===== src/rtl/pdm_mic_tx.sv =====
// Two-channel PDM microphone emulator: buffers 12-bit sample pairs and emits
// second-order delta-sigma bitstreams clocked by the host-supplied MIC_CK_i.
module pdm_mic_tx #(
    parameter int unsigned C_DEC  = 64,
    parameter int unsigned C_WARM = 1024,
    parameter int unsigned C_WDT  = 255
) (
    input  logic        CK_i,
    input  logic        XARST_i,
    input  logic        MIC_CK_i,
    input  logic        EN_i,
    input  logic [23:0] SMPLs_i,
    input  logic        SMPL_VLD_i,
    output logic        SMPL_RDY_o,
    output logic [1:0]  MICs_DAT_o,
    output logic [1:0]  STATUSs_o
);

    typedef enum logic [1:0] {
        ST_OFF  = 2'd0,
        ST_WARM = 2'd1,
        ST_RUN  = 2'd2
    } state_t;

    state_t             state_q, state_d;
    logic               sync1_q, sync2_q, edge_q;
    logic               rise, fall;
    logic [11:0]        warm_q, warm_d;
    logic [7:0]         frm_q, frm_d;
    logic [9:0]         wdt_q, wdt_d;
    logic [23:0]        fifo_q [2];
    logic [23:0]        fifo_d [2];
    logic               wr_ptr_q, wr_ptr_d, rd_ptr_q, rd_ptr_d;
    logic [1:0]         cnt_q, cnt_d;
    logic [23:0]        cur_q, cur_d;
    logic signed [15:0] i1_q [2];
    logic signed [15:0] i1_d [2];
    logic signed [15:0] i2_q [2];
    logic signed [15:0] i2_d [2];
    logic [1:0]         y_q, y_d;
    logic [1:0]         status_q, status_d;
    logic               alive_q;
    logic               rdy, push, pop, timeout, mod_upd, mod_clr;
    logic [32:0]        step0, step1;

    function automatic logic signed [15:0] sat16(input logic signed [17:0] v);
        if (v > 18'sd32767)
            return 16'sh7FFF;
        else if (v < -18'sd32768)
            return 16'sh8000;
        else
            return v[15:0];
    endfunction

    // Returns {y_new, i2_new, i1_new} for one modulator update.
    function automatic logic [32:0] mod_step(input logic signed [15:0] i1,
                                             input logic signed [15:0] i2,
                                             input logic               y,
                                             input logic [11:0]        x);
        logic signed [17:0] yv, s1, s2;
        logic signed [15:0] n1, n2;
        yv = y ? 18'sd2048 : -18'sd2048;
        s1 = 18'(i1) + 18'($signed(x)) - yv;
        n1 = sat16(s1);
        s2 = 18'(i2) + 18'(n1) - yv;
        n2 = sat16(s2);
        return {~n2[15], n2, n1};
    endfunction

    assign rise       = sync2_q & ~edge_q;
    assign fall       = ~sync2_q & edge_q;
    assign rdy        = alive_q & EN_i & (cnt_q != 2'd2);
    assign push       = SMPL_VLD_i & rdy;
    assign mod_clr    = (state_q != ST_RUN) | timeout | ~EN_i;
    assign SMPL_RDY_o = rdy;
    assign MICs_DAT_o = y_q;
    assign STATUSs_o  = status_q;

    always_comb begin
        state_d  = state_q;
        warm_d   = warm_q;
        frm_d    = frm_q;
        wdt_d    = wdt_q;
        status_d = status_q;
        cur_d    = cur_q;
        pop      = 1'b0;
        mod_upd  = 1'b0;
        timeout  = 1'b0;
        if (state_q != ST_OFF) begin
            if (rise) begin
                wdt_d = '0;
            end else if (wdt_q == 10'(C_WDT - 1)) begin
                wdt_d   = '0;
                timeout = 1'b1;
            end else begin
                wdt_d = wdt_q + 10'd1;
            end
        end
        unique case (state_q)
            ST_OFF: begin
                state_d = ST_WARM;
                warm_d  = '0;
            end
            ST_WARM: begin
                if (fall) begin
                    if (warm_q == 12'(C_WARM - 1)) begin
                        state_d = ST_RUN;
                        warm_d  = '0;
                        frm_d   = '0;
                    end else begin
                        warm_d = warm_q + 12'd1;
                    end
                end
            end
            ST_RUN: begin
                if (fall) begin
                    mod_upd = 1'b1;
                    frm_d   = (frm_q == 8'(C_DEC - 1)) ? '0 : frm_q + 8'd1;
                    if (frm_q == '0) begin
                        if (cnt_q != '0) begin
                            pop   = 1'b1;
                            cur_d = fifo_q[rd_ptr_q];
                        end else begin
                            status_d[0] = 1'b1;
                        end
                    end
                end
            end
            default: state_d = ST_OFF;
        endcase
        // Clock loss pre-empts any frame activity on the same cycle.
        if (timeout) begin
            state_d  = ST_WARM;
            warm_d   = '0;
            frm_d    = '0;
            status_d = {1'b1, status_q[0]};
            cur_d    = cur_q;
            pop      = 1'b0;
            mod_upd  = 1'b0;
        end
        if (!EN_i) begin
            state_d  = ST_OFF;
            warm_d   = '0;
            frm_d    = '0;
            wdt_d    = '0;
            status_d = '0;
            cur_d    = '0;
            pop      = 1'b0;
            mod_upd  = 1'b0;
        end
    end

    always_comb begin
        fifo_d   = fifo_q;
        wr_ptr_d = wr_ptr_q;
        rd_ptr_d = rd_ptr_q;
        cnt_d    = cnt_q;
        if (!EN_i) begin
            wr_ptr_d = 1'b0;
            rd_ptr_d = 1'b0;
            cnt_d    = '0;
        end else begin
            if (push) begin
                fifo_d[wr_ptr_q] = SMPLs_i;
                wr_ptr_d         = ~wr_ptr_q;
            end
            if (pop)
                rd_ptr_d = ~rd_ptr_q;
            unique case ({push, pop})
                2'b10:   cnt_d = cnt_q + 2'd1;
                2'b01:   cnt_d = cnt_q - 2'd1;
                default: cnt_d = cnt_q;
            endcase
        end
    end

    // cur_d already holds the freshly popped pair on a frame boundary.
    always_comb begin
        step0 = mod_step(i1_q[0], i2_q[0], y_q[0], cur_d[11:0]);
        step1 = mod_step(i1_q[1], i2_q[1], y_q[1], cur_d[23:12]);
        i1_d  = i1_q;
        i2_d  = i2_q;
        y_d   = y_q;
        if (mod_clr) begin
            i1_d = '{default: '0};
            i2_d = '{default: '0};
            y_d  = '0;
        end else if (mod_upd) begin
            i1_d[0] = step0[15:0];
            i2_d[0] = step0[31:16];
            y_d[0]  = step0[32];
            i1_d[1] = step1[15:0];
            i2_d[1] = step1[31:16];
            y_d[1]  = step1[32];
        end
    end

    always_ff @(posedge CK_i or negedge XARST_i) begin
        if (!XARST_i) begin
            state_q  <= ST_OFF;
            sync1_q  <= 1'b0;
            sync2_q  <= 1'b0;
            edge_q   <= 1'b0;
            warm_q   <= '0;
            frm_q    <= '0;
            wdt_q    <= '0;
            fifo_q   <= '{default: '0};
            wr_ptr_q <= 1'b0;
            rd_ptr_q <= 1'b0;
            cnt_q    <= '0;
            cur_q    <= '0;
            i1_q     <= '{default: '0};
            i2_q     <= '{default: '0};
            y_q      <= '0;
            status_q <= '0;
            alive_q  <= 1'b0;
        end else begin
            state_q  <= state_d;
            sync1_q  <= MIC_CK_i;
            sync2_q  <= sync1_q;
            edge_q   <= sync2_q;
            warm_q   <= warm_d;
            frm_q    <= frm_d;
            wdt_q    <= wdt_d;
            fifo_q   <= fifo_d;
            wr_ptr_q <= wr_ptr_d;
            rd_ptr_q <= rd_ptr_d;
            cnt_q    <= cnt_d;
            cur_q    <= cur_d;
            i1_q     <= i1_d;
            i2_q     <= i2_d;
            y_q      <= y_d;
            status_q <= status_d;
            alive_q  <= 1'b1;
        end
    end

endmodule


===== config.mk =====
export PLATFORM = sky130hd
export DESIGN_NAME = pdm_mic_tx
export DESIGN_NICKNAME = d
export VERILOG_FILES = /design/src/rtl/pdm_mic_tx.sv
export SDC_FILE = /design/constraint.sdc
export NUM_CORES = 1
export LEC_CHECK = 0
export CELL_PAD_IN_SITES_DETAIL_PLACEMENT = 1
export CELL_PAD_IN_SITES_GLOBAL_PLACEMENT = 1
export CORE_ASPECT_RATIO = 0.75
export CORE_MARGIN = 2
export CORE_UTILIZATION = 35
export DETAILED_ROUTE_END_ITERATION = 8
export GPL_ROUTABILITY_DRIVEN = 0
export PLACE_DENSITY_LB_ADDON = 0.12
export SETUP_SLACK_MARGIN = 0.3
export SYNTH_ARGS = -nofsm -noshare
export SYNTH_HDL_FRONTEND = slang
export SYNTH_SLANG_ARGS = --single-unit

===== constraint.sdc =====
create_clock -name CK_i -period 11.9 [get_ports CK_i]
set_clock_uncertainty 0.15 [all_clocks]
set_input_delay 1.19 -clock CK_i [delete_from_list [all_inputs] [get_ports CK_i]]
set_output_delay 1.19 -clock CK_i [all_outputs]
set_load 0.01 [all_outputs]

# ---- After elaboration in Yosys (flattened, before gate mapping)
# Cells that the tools add are included.
dict set report totals {
  input_bits 29
  regBits 180
  output_inout_bits 5
  wordCells 171
}
dict set report classes {
  n_eq_ne 25
  n_reduce_logical 11
  magnitude_cmp 11
  bitwise_logic 16
  n_addsub 13
  mux 74
}
# cell n
set op_table {}
lappend op_table {{24-bit 2-to-1 mux} 10}
lappend op_table {{16-bit 2-to-1 mux} 8}
lappend op_table {{32-bit 2-to-1 mux} 4}
lappend op_table {{18-bit by 16-bit > comparator with 1-bit output, second input constant} 4}
lappend op_table {{18-bit by 16-bit < comparator with 1-bit output, second input constant} 4}
lappend op_table {{17-bit by 18-bit subtractor with 18-bit output} 4}
lappend op_table {{48-bit bitwise mux} 1}
lappend op_table {{12-bit 2-to-1 mux} 4}
lappend op_table {{8-bit 2-to-1 mux} 6}
lappend op_table {{10-bit 2-to-1 mux} 4}
lappend op_table {{18-bit 2-to-1 mux} 2}
lappend op_table {{16-bit by 12-bit adder with 17-bit output} 2}
lappend op_table {{16-bit by 16-bit adder with 17-bit output} 2}
lappend op_table {{24-bit demux with 1-bit select} 1}
lappend op_table {{12-bit case mux with 2 select lines} 1}
lappend op_table {{1-bit 2-to-1 mux} 21}
lappend op_table {{2-bit 2-to-1 mux} 9}
lappend op_table {{8-bit case mux with 2 select lines} 1}
lappend op_table {{2-bit by 1-bit != test with 1-bit output, second input constant} 7}
lappend op_table {{12-bit by 1-bit adder with 12-bit output, second input constant} 1}
lappend op_table {{12-bit by 10-bit == test with 1-bit output, second input constant} 1}
lappend op_table {{4-bit != test, second input constant} 3}
lappend op_table {{10-bit by 1-bit adder with 10-bit output, second input constant} 1}
lappend op_table {{10-bit by 8-bit == test with 1-bit output, second input constant} 1}
lappend op_table {{other kinds (26)} 48}

# ---- Logic depth before layout (Yosys ltp)
dict set report logic_depth {
  word_depth 23
  mapped_depth 35
}

# ---- Least setup slack after synthesis
# No wires, ideal clock.
dict set report synth_timing {
  path_kind {input to register}
  startpoint {input port EN_i}
  endpoint {register i2_q[21] (netlist name)}
  arrival_time_ns 7.452
  t_required_ns 11.624
  path_stages 29
  setup_slack_ns 4.172
  path_buffers 5
  setup_ns 0.126
  cell_sequence {clkbuf_1 > o21a_1 > buf_2 > nand2_1 > clkbuf_1 > o21a_1 > inv_1 > fa_1 > ha_1 > a21o_1 > a21o_1 > a221o_1 > a21oi_2 > xnor2_1 > nor3b_2 > or2_1 > buf_2 > a21oi_1 > fa_1 > inv_1 > ha_1 > nand2_1 > nor2_1 > or4_1 > o31ai_2 > a211oi_2 > a31o_4 > buf_6 > a221o_1}
}
dict set report synth_between {
  elab_chain_cells 13
  word_cells_on_any_way 19
  classes_between {add/sub (4); order compare (4); mux (8); bitwise (2); reduce/logical (1)}
}
# item line_no
set synth_lines {}
lappend synth_lines {{start: declaration} 11} ;# input logic EN_i,
lappend synth_lines {{24-bit 2-to-1 mux (*)} 141} ;# if (!EN_i) begin
lappend synth_lines {{net cur_d[11]} 35} ;# logic [23:0] cur_q, cur_d;
lappend synth_lines {{16-bit by 12-bit adder with 17-bit output (*)} 63} ;# s1 = 18'(i1) + 18'($signed(x)) - yv;
lappend synth_lines {{17-bit by 18-bit subtractor with 18-bit output (*)} 63}
lappend synth_lines {{18-bit by 16-bit < comparator with 1-bit output} 49} ;# else if (v < -18'sd32768)
lappend synth_lines {{16-bit 2-to-1 mux} 49}
lappend synth_lines {{16-bit 2-to-1 mux (*)} 47} ;# if (v > 18'sd32767)
lappend synth_lines {{16-bit by 16-bit adder with 17-bit output (*)} 65} ;# s2 = 18'(i2) + 18'(n1) - yv;
lappend synth_lines {{17-bit by 18-bit subtractor with 18-bit output (*)} 65}
lappend synth_lines {{18-bit by 16-bit < comparator with 1-bit output} 49}
lappend synth_lines {{16-bit 2-to-1 mux} 49}
lappend synth_lines {{16-bit 2-to-1 mux (*)} 47}
lappend synth_lines {{32-bit 2-to-1 mux (*)} 188} ;# end else if (mod_upd) begin
lappend synth_lines {{32-bit 2-to-1 mux (*)} 184} ;# if (mod_clr) begin
lappend synth_lines {{end signal: assignment} 231} ;# i2_q <= i2_d;
lappend synth_lines {{end: declaration} 38} ;# logic signed [15:0] i2_q [2];
# Mark *: on every way through the listed nets, which the timed path passes. The rest lies on a longest branch. The select of a mux whose other input is x is not followed.
# A chain may end at the register's enable or synchronous reset.

# ---- Worst setup path after layout
dict set report layout_timing {
  startpoint {input port EN_i}
  endpoint {register i2_q[12] (netlist name)}
}
# The elaborated chain is that of the path after synthesis.

==> summary.md <==
| Metric | Value |
|---|---|
| Status | `finished clean` |
| Relative slew slack | `45.9%` |
| Final Slew Violations | `0` |
| Register clock-pin slew on the reported worst setup and hold paths | `0.08 ns` |
| Worst ir drop on vdd | `0.0999 mV` |
| Met1 Track Usage GR | `30.0%` |
| Gates resized, CTS repair | `0` |
| Most Used Layer, Global Route | `met1` |
| Crit. End Element | `flop` |
| Number of clock sinks seen by CTS | `180` |
| Number of setup violations in the final report | `0` |
| Worst hold start | `sync1_q` |
| Routed WL per cell | `17.7 um` |
| Cell type with the highest aggregate area in the netlist | `dfrtp_1` |
| Area contributors post-synth | `dfrtp_1 36%, ha_1 12%, inv_1 5.7%` |
| Overall Global Routing Usage | `18.2%` |
| Total half-perimeter wirelength after legalization and detailed placement | `24700 um` |
| Required time at the endpoint of the critical path | `12.05 ns` |
| Number of warnings printed during yosys synthesis | `0` |
| Reg-to-reg critical path startpoint | `wdt_q[0]` |
| Most used flip-flop cell after synthesis | `dfrtp_1` |
| Average instance area after synthesis | `9.37 sq um` |
| Postcts setup bufs | `0` |
| Clock insertion delay at the later pin of the skew report | `0.46 ns` |
| Largest stage delay on the critical path | `0.61 ns` |
| Period utilization | `70.8%` |
| Power per unit of standard cell area | `152 nW/um^2` |
| TNS Setup | `0 ns` |
| Met2 Usage GRT | `24.3%` |
| Vertical extent of the die | `169 um` |
| Sum of overflow across all layers after global routing | `0` |
| Critical path launch point type | `primary input` |
| Register-to-Register Path Depth | `29` |
| Initial standard-cell utilization of the core | `35.4%` |
| CTS tree | `yes` |
| Mapped Area | `12700 sq um` |
| IO Count | `34` |
| Die extent in x | `224 um` |
| Count of placed standard cells including taps | `1817` |
| Number of antenna violations at the first check in global routing | `0` |
| Fmax | `119 MHz` |
| Maximum number of pins on one net before global-route repair | `86` |
| Number of instances in the synthesized netlist | `1352` |
| CP max FO | `28` |
| Kind of path behind the tightest hold check | `flop to flop` |
| Number of global-route vias before repair | `9866` |
| Drc violations | `0` |
| Cts bufs inserted | `17` |
| Hold_buf cts | `0` |
| Fraction of synthesized cell area taken by the top area cell type | `35.5%` |
| CTS Buffer Depth | `2` |
| Crit-path slowest cell | `clkdlybuf4s50_1` |
| Synth unique cells | `84` |
| Worst Setup Path Type | `primary input to flop` |
| Slew at the pin closest to its max-slew limit | `0.812 ns` |
| Number of rows created at floorplan | `60` |
| Antenna-violating nets left | `0` |
| Max Cap Viol | `0` |
| Clock H-tree levels | `4` |
| Area growth from synthesis to layout | `11.1%` |
| Number of enable flip-flop cells after synthesis | `0` |
| Total via count after detailed routing | `9584` |
| Crit Reg-Reg Endpoint | `i2_q[12]` |
| FF+latch area | `4500 sq um` |
| Clock root cell | `clkbuf_16` |
| Initial DRC count | `653` |
| Number of I/O port buffers | `33` |
| Worst hold slack across all endpoints | `0.203 ns` |
| Number of detailed-route iterations in the first pass | `4` |
| Synthesized Nets | `1518` |
| Hold violation count in the final report | `0` |
| Footprint of the multi-input gates | `7270 sq um` |
| # diodes | `0` |
| Cell repeated most along the worst path | `ha_1` |
| Min-Delay Endpoint | `sync2_q` |
| Data arrival time of the critical path | `8.58 ns` |
| Register bit count reported by yosys | `180` |
| Final period demand of the worst path | `8.43 ns` |
| Global-route track usage on met3 | `2.97%` |
| Placeable core region | `35800 sq um` |
| Non-Filler Instances | `1849` |
| Global-route wire length before repair | `54800 um` |
| Post-layout net count | `1537` |
| Proportion of synthesized flip-flops having asynchronous set or reset | `100%` |
| Layout cell share with drive strength beyond 1 | `9.25%` |
| Fill cells | `4118` |
| Total design power | `2.14 mW` |
| Area of the die | `37800 sq um` |
| Total leakage power | `6.84 nW` |
| Hold depth | `0` |
| Setup repair after global routing missed its margin | `false` |
| R2r setup slk | `3.63 ns` |
| Sequential element share of the synthesized area | `35.5%` |
| Detailed-route wire length | `32800 um` |
| Via-to-Cell Ratio | `5.18` |
per-layer routing:
layer,vias up,wire (um),part of all wire (%)
met5,-,0,0
met2,87,12300,38
met1,4718,19400,59
met4,0,250,0.76
met3,17,763,2.3
li1,4762,-,-
cell usage in the layout, fill, tap and decap left out, drive strengths merged, types with 9 or more instances in the layout:
| master | Yosys | layout |
|---|---|---|
| nor2b | 16 | 16 |
| dfrtp | 180 | 180 |
| o21bai | 9 | 9 |
| nand3 | 20 | 20 |
| nand2b | 16 | 16 |
| mux2 | 48 | 48 |
| a21oi | 85 | 85 |
| fa | 16 | 16 |
| and3 | 22 | 22 |
| nor3 | 10 | 10 |
| ha | 121 | 121 |
| nand4 | 9 | 9 |
| buf | 18 | 10 |
| clkdlybuf4s50 | 0 | 32 |
| o21ai | 83 | 83 |
| a22oi | 11 | 11 |
| nor2 | 59 | 59 |
| a31oi | 9 | 9 |
| a21o | 22 | 22 |
| xor2 | 17 | 17 |
| inv | 192 | 201 |
| and2 | 12 | 12 |
| mux2i | 24 | 24 |
| a221o | 41 | 41 |
| o31ai | 13 | 13 |
| clkbuf | 25 | 18 |
| nand2 | 108 | 108 |
| xnor2 | 41 | 41 |
| o21a | 43 | 43 |
cell type report:
type                            count  share of cell area, %
Inverter                          192                   5.12
Multi-Input combinational cell    937                   51.6
Timing Repair Buffer               43                   2.91
Clock inverter                     15                   1.23
Tap cell                          465                   4.13
Clock buffer                       17                   3.02
Sequential cell                   180                   32.0
how the worst max path moves through the flow:
| stage | from | to | slack, ns | cells past startpoint |
|---|---|---|---|---|
| floorplan | EN_i | i2_q[21] | 4.17 | 29 |
| global placement | EN_i | i2_q[11] | 3.14 | 26 |
| detailed placement | EN_i | i2_q[12] | 2.99 | 26 |
| CTS | EN_i | i2_q[12] | 3.48 | 26 |
| global route | EN_i | i2_q[11] | 2.75 | 26 |
| finish | EN_i | i2_q[12] | 3.47 | 26 |
Yosys cell counts (all sizes together) (20+ instances only):
cell and n:
nor2 59, nand3 20, nand2 108, mux2 48
dfrtp 180, o21ai 83, inv 192, xnor2 41
and3 22, a21o 22, mux2i 24, clkbuf 25
ha 121, a21oi 85, o21a 43, a221o 41
cells by family (layout without fill, tap and decap cells):
family | count (synthesis) | after routing | synth area share (%)
flip-flops | 180 | 180 | 35.5
buffers and inverters | 235 | 267 | 7.23
multiplexers | 72 | 72 | 6.16
adder cells (fa/ha/maj) | 137 | 137 | 14.5
XOR/XNOR | 58 | 58 | 4.01
AO/OA/AOI/OAI | 373 | 373 | 21.2
AND/OR/NAND/NOR | 296 | 296 | 11.4
other | 1 | 1 | 0.0296
per-stage QoR:
stage	cell area (sq um)	util, %	worst slack (ns)
5_1_grt	14100	39.3	2.75
3_3_place_gp	13500	37.7	3.14
3_5_place_dp	13500	37.7	2.99
4_1_cts	14100	39.3	3.48
6_report	14100	39.3	3.47
2_1_floorplan	12700	-	4.17
worst max-delay path, delay by kind of cell:
kind | cells | cell delay [ns]
AO/OA/AOI/OAI | 13 | 3.54
XOR/XNOR | 1 | 0.19
adder cells (fa/ha/maj) | 4 | 1.47
buffers and inverters | 4 | 1.10
AND/OR/NAND/NOR | 4 | 1.06
state kept, by name (all words and copies together), names as in the netlist, 2 cells and up:
name and count:
i1_q 32, cur_q 24, MICs_DAT_o 2, frm_q 8, cnt_q 2, state_q 2, fifo_q 48, wdt_q 10
i2_q 32, warm_q 12, STATUSs_o 2
power breakdown:
| group | internal (mW) | switching (mW) |
|---|---|---|
| clock network | 0.284 | 0.294 |
| registers | 0.662 | 0.0342 |
| logic | 0.359 | 0.503 |
(Power assumes the default switching activity.)
